[src/rtl/power_seq_pkg.sv]
// Shared types and constants for the power-load sequencer: state encoding,
// LED status codes and the heartbeat divider tap.
package power_seq_pkg;

  typedef enum logic [2:0] {
    S_IDLE      = 3'd0,
    S_RAMP_UP   = 3'd1,
    S_HOLD      = 3'd2,
    S_RAMP_DOWN = 3'd3,
    S_DONE      = 3'd4
  } seq_state_t;

  localparam logic [2:0] CODE_IDLE      = 3'd0;
  localparam logic [2:0] CODE_RAMP_UP   = 3'd1;
  localparam logic [2:0] CODE_HOLD      = 3'd2;
  localparam logic [2:0] CODE_RAMP_DOWN = 3'd3;
  localparam logic [2:0] CODE_DONE      = 3'd4;

  localparam int HEARTBEAT_BIT = 24;

  function automatic logic [2:0] state_code(input seq_state_t s);
    case (s)
      S_IDLE:      state_code = CODE_IDLE;
      S_RAMP_UP:   state_code = CODE_RAMP_UP;
      S_HOLD:      state_code = CODE_HOLD;
      S_RAMP_DOWN: state_code = CODE_RAMP_DOWN;
      S_DONE:      state_code = CODE_DONE;
      default:     state_code = CODE_IDLE;
    endcase
  endfunction

endpackage

[src/rtl/power_seq_timer.sv]
// Up-counter with a latched terminal value; tc is high while the count
// equals the terminal value. clr has priority over counting.
module power_seq_timer #(
  parameter int CNT_W = 32
) (
  input  logic             clk,
  input  logic             rst,
  input  logic             load,
  input  logic [CNT_W-1:0] load_val,
  input  logic             clr,
  input  logic             en,
  output logic             tc
);

  logic [CNT_W-1:0] cnt_q, cnt_d;
  logic [CNT_W-1:0] lim_q, lim_d;

  // next count and terminal value
  always_comb begin
    if (load) begin
      lim_d = load_val;
    end else begin
      lim_d = lim_q;
    end
    if (clr) begin
      cnt_d = {CNT_W{1'b0}};
    end else if (en) begin
      cnt_d = cnt_q + CNT_W'(1);
    end else begin
      cnt_d = cnt_q;
    end
  end

  // counter registers
  always_ff @(posedge clk) begin
    if (rst) begin
      cnt_q <= {CNT_W{1'b0}};
      lim_q <= {CNT_W{1'b0}};
    end else begin
      cnt_q <= cnt_d;
      lim_q <= lim_d;
    end
  end

  assign tc = (cnt_q == lim_q);

endmodule

[src/rtl/power_load_sequencer.sv]
// Ramps thermometer-coded consumer banks up, holds (optionally pulsed),
// then ramps down; all outputs are registered.
module power_load_sequencer
  import power_seq_pkg::*;
#(
  parameter int NUM_BANKS = 8,
  parameter int CNT_W     = 32,
  parameter int PULSE_W   = 16
) (
  input  logic                 clk_in,
  input  logic                 rst,
  input  logic                 start,
  input  logic                 stop,
  input  logic                 abort,
  input  logic [CNT_W-1:0]     dwell_cycles,
  input  logic [CNT_W-1:0]     hold_cycles,
  input  logic [PULSE_W-1:0]   pulse_on_cycles,
  input  logic [PULSE_W-1:0]   pulse_off_cycles,
  output logic [NUM_BANKS-1:0] bank_en,
  output logic                 busy,
  output logic                 done,
  output logic [3:0]           status
);

  localparam int LVL_W = $clog2(NUM_BANKS + 1);
  localparam logic [LVL_W-1:0] LVL_MAX = LVL_W'(NUM_BANKS);

  seq_state_t               state_q, state_d;
  logic [LVL_W-1:0]         level_q, level_d;
  logic [PULSE_W:0]         phase_q, phase_d;
  logic [PULSE_W-1:0]       pulse_on_q, pulse_on_d, pulse_off_q, pulse_off_d;
  logic                     pulse_en_q, pulse_en_d, hold_inf_q, hold_inf_d;
  logic [NUM_BANKS-1:0]     bank_en_q, bank_en_d;
  logic                     busy_q, busy_d, done_q, done_d;
  logic [3:0]               status_q, status_d;
  logic [HEARTBEAT_BIT-1:0] hb_cnt_q, hb_cnt_d;
  logic                     hb_q, hb_d;

  logic             accept_s, seq_change_s, dwell_tc_s, hold_tc_s;
  logic [CNT_W-1:0] dwell_m1_s;
  logic [PULSE_W:0] period_s;

  function automatic logic [NUM_BANKS-1:0] thermo(input logic [LVL_W-1:0] lvl);
    logic [NUM_BANKS-1:0] v;
    for (int i = 0; i < NUM_BANKS; i++) v[i] = (LVL_W'(i) < lvl);
    return v;
  endfunction

  // sequencing decisions: next state, level, pulse phase and latched config
  always_comb begin
    state_d     = state_q;
    level_d     = level_q;
    phase_d     = phase_q;
    pulse_on_d  = pulse_on_q;
    pulse_off_d = pulse_off_q;
    pulse_en_d  = pulse_en_q;
    hold_inf_d  = hold_inf_q;
    accept_s    = 1'b0;
    period_s    = {1'b0, pulse_on_q} + {1'b0, pulse_off_q};
    if (abort) begin
      state_d = S_IDLE;
      level_d = LVL_W'(0);
    end else begin
      case (state_q)
        S_IDLE: begin
          if (start && !stop) begin
            accept_s    = 1'b1;
            state_d     = S_RAMP_UP;
            level_d     = LVL_W'(1);
            pulse_on_d  = pulse_on_cycles;
            pulse_off_d = pulse_off_cycles;
            pulse_en_d  = (pulse_on_cycles != PULSE_W'(0)) && (pulse_off_cycles != PULSE_W'(0));
            hold_inf_d  = (hold_cycles == CNT_W'(0));
          end else begin
            accept_s = 1'b0;
          end
        end
        S_RAMP_UP: begin
          if (stop) begin
            state_d = S_RAMP_DOWN;
            level_d = level_q - LVL_W'(1);
          end else if (dwell_tc_s && (level_q < LVL_MAX)) begin
            level_d = level_q + LVL_W'(1);
          end else if (dwell_tc_s) begin
            state_d = S_HOLD;
            phase_d = (PULSE_W + 1)'(0);
          end else begin
            level_d = level_q;
          end
        end
        S_HOLD: begin
          if (stop || (!hold_inf_q && hold_tc_s)) begin
            state_d = S_RAMP_DOWN;
            level_d = level_q - LVL_W'(1);
          end else if (pulse_en_q && (phase_q == period_s - (PULSE_W + 1)'(1))) begin
            phase_d = (PULSE_W + 1)'(0);
          end else if (pulse_en_q) begin
            phase_d = phase_q + (PULSE_W + 1)'(1);
          end else begin
            phase_d = phase_q;
          end
        end
        S_RAMP_DOWN: begin
          if (level_q == LVL_W'(0)) begin
            state_d = S_DONE;
          end else if (dwell_tc_s) begin
            level_d = level_q - LVL_W'(1);
          end else begin
            level_d = level_q;
          end
        end
        S_DONE: begin
          state_d = S_IDLE;
        end
        default: begin
          state_d = S_IDLE;
          level_d = LVL_W'(0);
        end
      endcase
    end
  end

  // timer control and next values of the registered outputs
  always_comb begin
    seq_change_s = (state_d != state_q) || (level_d != level_q);
    dwell_m1_s   = (dwell_cycles == CNT_W'(0)) ? CNT_W'(0) : dwell_cycles - CNT_W'(1);
    busy_d       = (state_d == S_RAMP_UP) || (state_d == S_HOLD) || (state_d == S_RAMP_DOWN);
    done_d       = (state_d == S_DONE);
    if ((state_d == S_HOLD) && pulse_en_q && (phase_d >= {1'b0, pulse_on_q})) begin
      bank_en_d = {NUM_BANKS{1'b0}};
    end else begin
      bank_en_d = thermo(level_d);
    end
    hb_cnt_d = hb_cnt_q + HEARTBEAT_BIT'(1);
    if (&hb_cnt_q) begin
      hb_d = ~hb_q;
    end else begin
      hb_d = hb_q;
    end
    status_d = {state_code(state_d), hb_d};
  end

  power_seq_timer #(.CNT_W(CNT_W)) u_dwell (
    .clk      (clk_in),
    .rst      (rst),
    .load     (accept_s),
    .load_val (dwell_m1_s),
    .clr      (seq_change_s),
    .en       ((state_q == S_RAMP_UP) || (state_q == S_RAMP_DOWN)),
    .tc       (dwell_tc_s)
  );

  power_seq_timer #(.CNT_W(CNT_W)) u_hold (
    .clk      (clk_in),
    .rst      (rst),
    .load     (accept_s),
    .load_val (hold_cycles - CNT_W'(1)),
    .clr      (seq_change_s),
    .en       (state_q == S_HOLD),
    .tc       (hold_tc_s)
  );

  // state, config and output registers
  always_ff @(posedge clk_in) begin
    if (rst) begin
      state_q     <= S_IDLE;
      level_q     <= LVL_W'(0);
      phase_q     <= (PULSE_W + 1)'(0);
      pulse_on_q  <= PULSE_W'(0);
      pulse_off_q <= PULSE_W'(0);
      pulse_en_q  <= 1'b0;
      hold_inf_q  <= 1'b0;
      bank_en_q   <= {NUM_BANKS{1'b0}};
      busy_q      <= 1'b0;
      done_q      <= 1'b0;
      status_q    <= 4'd0;
      hb_cnt_q    <= HEARTBEAT_BIT'(0);
      hb_q        <= 1'b0;
    end else begin
      state_q     <= state_d;
      level_q     <= level_d;
      phase_q     <= phase_d;
      pulse_on_q  <= pulse_on_d;
      pulse_off_q <= pulse_off_d;
      pulse_en_q  <= pulse_en_d;
      hold_inf_q  <= hold_inf_d;
      bank_en_q   <= bank_en_d;
      busy_q      <= busy_d;
      done_q      <= done_d;
      status_q    <= status_d;
      hb_cnt_q    <= hb_cnt_d;
      hb_q        <= hb_d;
    end
  end

  assign bank_en = bank_en_q;
  assign busy    = busy_q;
  assign done    = done_q;
  assign status  = status_q;

endmodule

[config.mk]
export PLATFORM = sky130hd
export DESIGN_NAME = power_load_sequencer
export DESIGN_NICKNAME = d
export VERILOG_FILES = /design/src/rtl/power_seq_pkg.sv /design/src/rtl/power_seq_timer.sv /design/src/rtl/power_load_sequencer.sv
export SDC_FILE = /design/constraint.sdc
export NUM_CORES = 1
export LEC_CHECK = 0
export BUFFER_PORTS_ARGS = -buffer_cell sky130_fd_sc_hd__buf_2
export CAP_MARGIN = 30
export CORE_UTILIZATION = 60
export DETAILED_ROUTE_END_ITERATION = 12
export PLACE_DENSITY = 0.78
export SYNTH_ARGS = -nofsm -noshare
export SYNTH_HDL_FRONTEND = slang
export SYNTH_SLANG_ARGS = --single-unit
[constraint.sdc]
create_clock -name clk_in -period 9.4 [get_ports clk_in]
set_input_delay 0.47 -clock clk_in [delete_from_list [all_inputs] [get_ports clk_in]]
set_output_delay 0.47 -clock clk_in [all_outputs]
set_load 0.03 [all_outputs]
## Yosys cells after proc, flatten, opt, wreduce, memory -nomap -nowiden

Index checks and enable logic that the tools add are counted.

| cells by class | value |
|---|---|
| add/subtract/negate cells | 10 |
| multipliers | 0 |
| div/mod/pow operators | 0 |
| order comparisons | 10 |
| equality and inequality tests | 13 |
| shifts and indexed selects | 0 |
| muxes and demuxes | 30 |
| bitwise operators | 2 |
| reductions and logical operators | 24 |

Operator list:

| operator | count |
|---|---|
| $mux 17 | 7 |
| $add 32x1->32 const B | 2 |
| $eq 32x32->1 | 2 |
| $logic_not 32->1 | 2 |
| $sub 32x1->32 const B | 2 |
| $pmux 17 s2 | 1 |
| $mux 32 | 1 |
| $reduce_bool 16->1 | 2 |
| $mux 4 | 7 |
| $add 24x1->24 const B | 1 |
| $pmux 3 s4 | 2 |
| $reduce_and 24->1 | 1 |
| $mux 3 | 7 |
| $pmux 4 s5 | 1 |
| $add 16x16->17 | 1 |
| $add 17x1->17 const B | 1 |
| $eq 17x17->1 | 1 |
| $ge 17x16->1 | 1 |
| $sub 17x1->17 const B | 1 |
| $lt 3x4->1 const A | 4 |
| $eq 3x2->1 const B | 4 |
| $lt 1x4->1 const A | 2 |
| $lt 2x4->1 const A | 2 |
| $logic_and 1x1->1 | 7 |
| other kinds (15) | 27 |

| word-level totals | value |
|---|---|
| bits in registers | 225 |
| latch bits | 0 |
| RAM bits | 0 |
| bits in read-only memories | 0 |
| input bits | 101 |
| logic and storage cells | 106 |
| memories | 0 |

## Longest topological paths before layout

| depth | value |
|---|---|
| depth in word-level cells | 11 |
| gate-level depth with buffers | 27 |
| gate-level depth less buffers | 25 |

## Cells and area by module

Synthesis repeated with hierarchy kept, for this count alone.

| second synthesis, totals | value |
|---|---|
| cells, all modules | 1747 |
| area total of the unflattened synthesis | 13873.3 µm² |

By module, submodules not included:

| module | times used | cells an instance | area an instance (µm²) | sequential area each (µm²) |
|---|---|---|---|---|
| power_load_sequencer | 1 | 1086 | 7790.0 | 1921.8 |
| power_seq_timer (u_hold) | 1 | 326 | 3052.9 | 1281.2 |
| power_seq_timer (u_dwell) | 1 | 335 | 3030.4 | 1281.2 |

## Worst setup path after synthesis

OpenSTA, ideal clock, no wires.

| timing path | value |
|---|---|
| path kind | register to register |
| start point | register pulse_on_q[1] |
| end point | register bank_en_q[4], in the netlist bank_en[4] |
| library setup time | 78 ps |
| arrival | 5055 ps |
| setup slack | 4266 ps |
| cell stages (with the launch flop) | 28 |
| buffers on the path | 2 |
| period minus slack after synthesis | 5134 ps |
| path through | dfxtp_1 > inv_1 > ha_1 > inv_1 > ha_1 > inv_1 > fa_1 > nor2b_1 > o2111ai_1 > a211oi_1 > nor3_1 > a2111oi_0 > nand4_1 > or3_1 > clkbuf_1 > clkbuf_1 > nand4_1 > nand3_1 > ha_1 > nor2b_1 > o21a_1 > o21a_1 > o21a_1 > o21ai_0 > a211oi_1 > nor4_1 > a31oi_2 > nor3_1 |

| between the ends | value |
|---|---|
| longest elaborated chain between the ends | 11 |

Ends and longest elaborated chain:

| item | RTL line | source |
|---|---|---|
| start, declared | power_load_sequencer.sv:31 | `logic [PULSE_W-1:0] pulse_on_q, pulse_on_d, pulse_off_q, pulse_off_d;` |
| start signal, assigned | power_load_sequencer.sv:183 | `pulse_on_q <= pulse_on_d;` |
| $add 16x16->17 | power_load_sequencer.sv:59 | `period_s = {1'b0, pulse_on_q} + {1'b0, pulse_off_q};` |
| $sub 17x1->17 | power_load_sequencer.sv:95 | `end else if (pulse_en_q && (phase_q == period_s - (PULSE_W + 1)'(1))) begin` |
| $eq 17x17->1 | power_load_sequencer.sv:95 |  |
| $logic_and 1x1->1 | power_load_sequencer.sv:95 |  |
| $mux 17 | power_load_sequencer.sv:95 |  |
| $mux 17 | power_load_sequencer.sv:92 | `if (stop \|\| (!hold_inf_q && hold_tc_s)) begin` |
| $pmux 17 s2 | power_load_sequencer.sv:64 | `case (state_q)` |
| $mux 17 | power_load_sequencer.sv:60 | `if (abort) begin` |
| net phase_d[1] | power_load_sequencer.sv:30 | `logic [PULSE_W:0] phase_q, phase_d;` |
| $ge 17x16->1 | power_load_sequencer.sv:129 | `if ((state_d == S_HOLD) && pulse_en_q && (phase_d >= {1'b0, pulse_on_q})) begin` |
| $logic_and 1x1->1 | power_load_sequencer.sv:129 |  |
| $reduce_or 2->1 (no source line) | - |  |
| end signal, assigned | power_load_sequencer.sv:173 | `bank_en_q <= {NUM_BANKS{1'b0}};` |
| end signal, assigned | power_load_sequencer.sv:187 | `bank_en_q <= bank_en_d;` |
| end, declared | power_load_sequencer.sv:33 | `logic [NUM_BANKS-1:0] bank_en_q, bank_en_d;` |

The timed path passes the listed nets, and every way through them passes these cells.
A chain may end at the register's enable or synchronous reset.

## Final worst setup path

| timing path | value |
|---|---|
| start point | register pulse_on_q[1] |
| end point | register bank_en_q[4], in the netlist bank_en[4] |

| between the ends | value |
|---|---|
| longest elaborated chain between the ends | 11 |

Ends and longest elaborated chain:

| item | RTL line |
|---|---|
| $add 16x16->17 | power_load_sequencer.sv:59 |
| $sub 17x1->17 | power_load_sequencer.sv:95 |
| $eq 17x17->1 | power_load_sequencer.sv:95 |
| $logic_and 1x1->1 | power_load_sequencer.sv:95 |
| $mux 17 | power_load_sequencer.sv:95 |
| $mux 17 | power_load_sequencer.sv:92 |
| $pmux 17 s2 | power_load_sequencer.sv:64 |
| $mux 17 | power_load_sequencer.sv:60 |
| $ge 17x16->1 (*) | power_load_sequencer.sv:129 |
| $logic_and 1x1->1 (*) | power_load_sequencer.sv:129 |
| $reduce_or 2->1 (no source line) (*) | - |

Mark *: on every way between the ends. The rest lies on a longest branch, timed or not.

==> impl_metrics.tcl <==
set metrics [dict create \
    synth_area_um2 13500 \
    drive_above_1_share_pct 14.3 \
    cts_root_buffer "clkbuf_16" \
    ys_seq_area_share_pct 33.3 \
    yosys_register_bits 224 \
    wl_per_cell_um 16.6 \
    syn_nets 1786 \
    nets 1854 \
    antenna-diode-count 0 \
    synth_edf_count 0 \
    post_cts_buffers 0 \
    met3_length_um 1960 \
    synthArstFlopShare_pct 0 \
    port_buffers 114 \
    die_area_um2 23000 \
    reg2reg_slack_ps 3070 \
    fin_skew_ps 14.4 \
    ys_types 72 \
    syn2layout_area_growth_pct 10.4 \
    leakagePower_nw 5.81 \
    required_ps 9830 \
    start_util_pct 61.5 \
    die_x_um 152 \
    cp-start-kind "register" \
    rsz0062_at_grt "false" \
    io_pins 115 \
    yosys_warnings 0 \
    antenna_found_initial 0 \
    setup_violations 0 \
    clock_sinks 224 \
    whs_ps 161 \
    synth-main-ff-cell "dfxtp_1" \
    tightestPinTransition_ps 955 \
    hpwlAfterDp_um 24200 \
    clk_pin_slew_ps 60 \
    relSlewSlack_pct 36.3 \
    clk_path_buf_depth 3 \
    viasPerCell 5.92 \
    hold_violations 0 \
    grt_pass1_wl_um 53700 \
    power_density_nw_per_um2 151 \
    syn_area_per_cell_um2 8.26 \
    netlist_instances 1629 \
    gr-usage-all-layers_pct 29.0 \
    drt-initial-drc-count 809 \
    clk_latency_ps 520 \
    place_congestion 0.971 \
    num_vias 11800 \
    die_h_um 152 \
    grt_max_degree 99 \
    core_area_um2 21900 \
    tns_ps 0 \
    htreeDepth 1 \
    status "complete, no violations" \
    cts_tree "yes" \
    maxSlewViolCount 0 \
    arrival_ps 6760 \
    dr.max_layer_used "met4" \
    rows 54 \
    ctsHoldBuffers 0 \
    grt_pass1_vias 10900 \
    cp-end-kind "register" \
    dr_wl_met2_um 15200 \
    ir_drop_mv 0.108 \
    drc 0 \
    fin_crit_sh_pct 67.3 \
    finalWirelength_um 33100 \
    drtAntennaViolNets 0 \
    crit_fanout 24 \
    cts_buffers 25 \
    min_path_type "primary input to register" \
    path_class "register to register" \
    period_minus_slack_ps 6330 \
    wl_met1_um 15100 \
    drtPass1Iterations 5 \
    fmax_mhz 158 \
    cts_resized 0 \
    cap_violations 0 \
    grt-ovfl-total 0 \
]
sequential cells by signal, summed over array words and instances (netlist names), 3 cells and up:
signal / flops
bank_en: 8
level_q: 4
pulse_on_q: 16
u_hold.cnt_q: 32
u_hold.lim_q: 32
u_dwell.cnt_q: 32
phase_q: 17
pulse_off_q: 16
status: 4
hb_cnt_q: 24
state_q: 3
u_dwell.lim_q: 32
worst paths after layout:
check               endpoint      startpoint  cells after the start
max               bank_en[4]   pulse_on_q[1]                     25
min          u_hold.lim_q[0]  hold_cycles[0]                      2
max reg2reg       bank_en[4]   pulse_on_q[1]                     25
min reg2reg      hb_cnt_q[0]     hb_cnt_q[0]                      1
critical path, stage by stage, from the launching register on:
cell and delay (ps):
dfxtp_1 330, inv_1 60, ha_1 290, inv_1 80, ha_1 190, inv_1 60
fa_1 420, nor2b_1 140, o2111ai_1 230, a211oi_1 430, nor3_1 90, a2111oi_0 410
nand4_1 170, or3_1 700, and2_1 370, a22oi_1 230, ha_1 180, nor2b_1 50
o21a_1 170, o21a_1 160, o21a_1 160, o21ai_0 170, a211oi_1 110, nor4_1 500
a31oi_2 270, nor3_1 260
report_power, final:
part | total, mW | leakage [nW] | switching, mW | internal, mW
logic | 0.318 | 3.62 | 0.200 | 0.118
registers | 0.985 | 1.81 | 0.0150 | 0.970
clock network | 0.938 | 0.379 | 0.378 | 0.561
cell usage after synthesis, drive strengths merged, types with 3 or more instances:
library cell    n  area share [%]
nand3b          5            0.28
buf            26             1.8
dfxtp         224              33
o31ai           4            0.22
a31o            4            0.26
nand3          43             1.6
nor4           36             1.8
and2           11            0.51
a211o           3            0.20
nand4          41             1.9
xor2          141             9.2
nor3          105             6.2
a31oi          20             1.0
inv            87             2.4
a21oi          75             2.8
nand2b          7            0.33
o41ai           4            0.32
o21a            7            0.39
a211oi         35             2.0
a22oi          33             1.8
a21o            6            0.33
and3           27             1.3
o311a           3            0.22
o211ai          8            0.45
nand2         172             4.8
a2111oi         4            0.26
or4             6            0.33
or3            22             1.0
mux2i           6            0.45
nor3b           6            0.33
o22ai           5            0.23
and4           13            0.85
nor2          161             4.5
ha             55             5.1
nor2b          11            0.51
xnor2          80             5.3
clkbuf         58             1.6
or2             7            0.33
o21ai          28             1.0
a311oi         14             1.0
cell usage in the layout (no fill, tap or decap), types with 11 or more instances in the layout:
cell / instances
a311oi_1: 13
a31oi_1: 18
nand4_1: 41
inv_1: 87
a211oi_1: 35
xor2_1: 141
clkbuf_16: 25
nand3_1: 43
nor2b_1: 11
a22oi_1: 33
nand2_1: 172
a21oi_1: 75
ha_1: 55
nor3_2: 59
xnor2_1: 79
nor2_1: 159
nor4_1: 33
and2_1: 11
and4_1: 13
o21ai_0: 27
buf_2: 113
or3_1: 22
and3_1: 27
nor3_1: 45
dfxtp_1: 224
stage by stage:
stage	area, um^2	util (%)	power (mW)	setup WS, ps	cells
detailed placement	14100	64.3	1.32	3270	1950
CTS	14900	67.9	2.25	3190	1990
global placement	14000	64.1	1.31	3440	1948
floorplan	13500	-	1.23	4270	1629
finish	14900	67.9	2.24	3070	1990
global route	14900	67.9	2.33	2490	1990
routing by layer:
metal / vias up / global-route usage [%]
met3: 66 / 4.40
met2: 363 / 47.1
li1: 5876 / -
met1: 5479 / 39.4
met5: - / 0
met4: 0 / 9.01
logic make-up (layout without fill, tap and decap cells):
kind of cell / count (synthesis) / after routing / share of synthesized area, %
adder cells (fa/ha/maj): 56 / 56 / 5.26
AND/OR/NAND/NOR: 679 / 679 / 26.9
multiplexers: 6 / 6 / 0.446
XOR/XNOR: 221 / 221 / 14.4
buffers and inverters: 172 / 253 / 5.83
AO/OA/AOI/OAI: 271 / 271 / 13.8
flip-flops: 224 / 224 / 33.3
final cells by class:
type | instances | area [um^2]
Clock buffer | 32 | 682
Clock inverter | 8 | 95.1
Fill cell | 1813 | 7030
Inverter | 88 | 330
Multi-Input combinational cell | 1233 | 8220
Sequential cell | 224 | 4480
Tap cell | 280 | 350
Timing Repair Buffer | 125 | 696
Note: power is estimated with default switching activity, not from simulation.
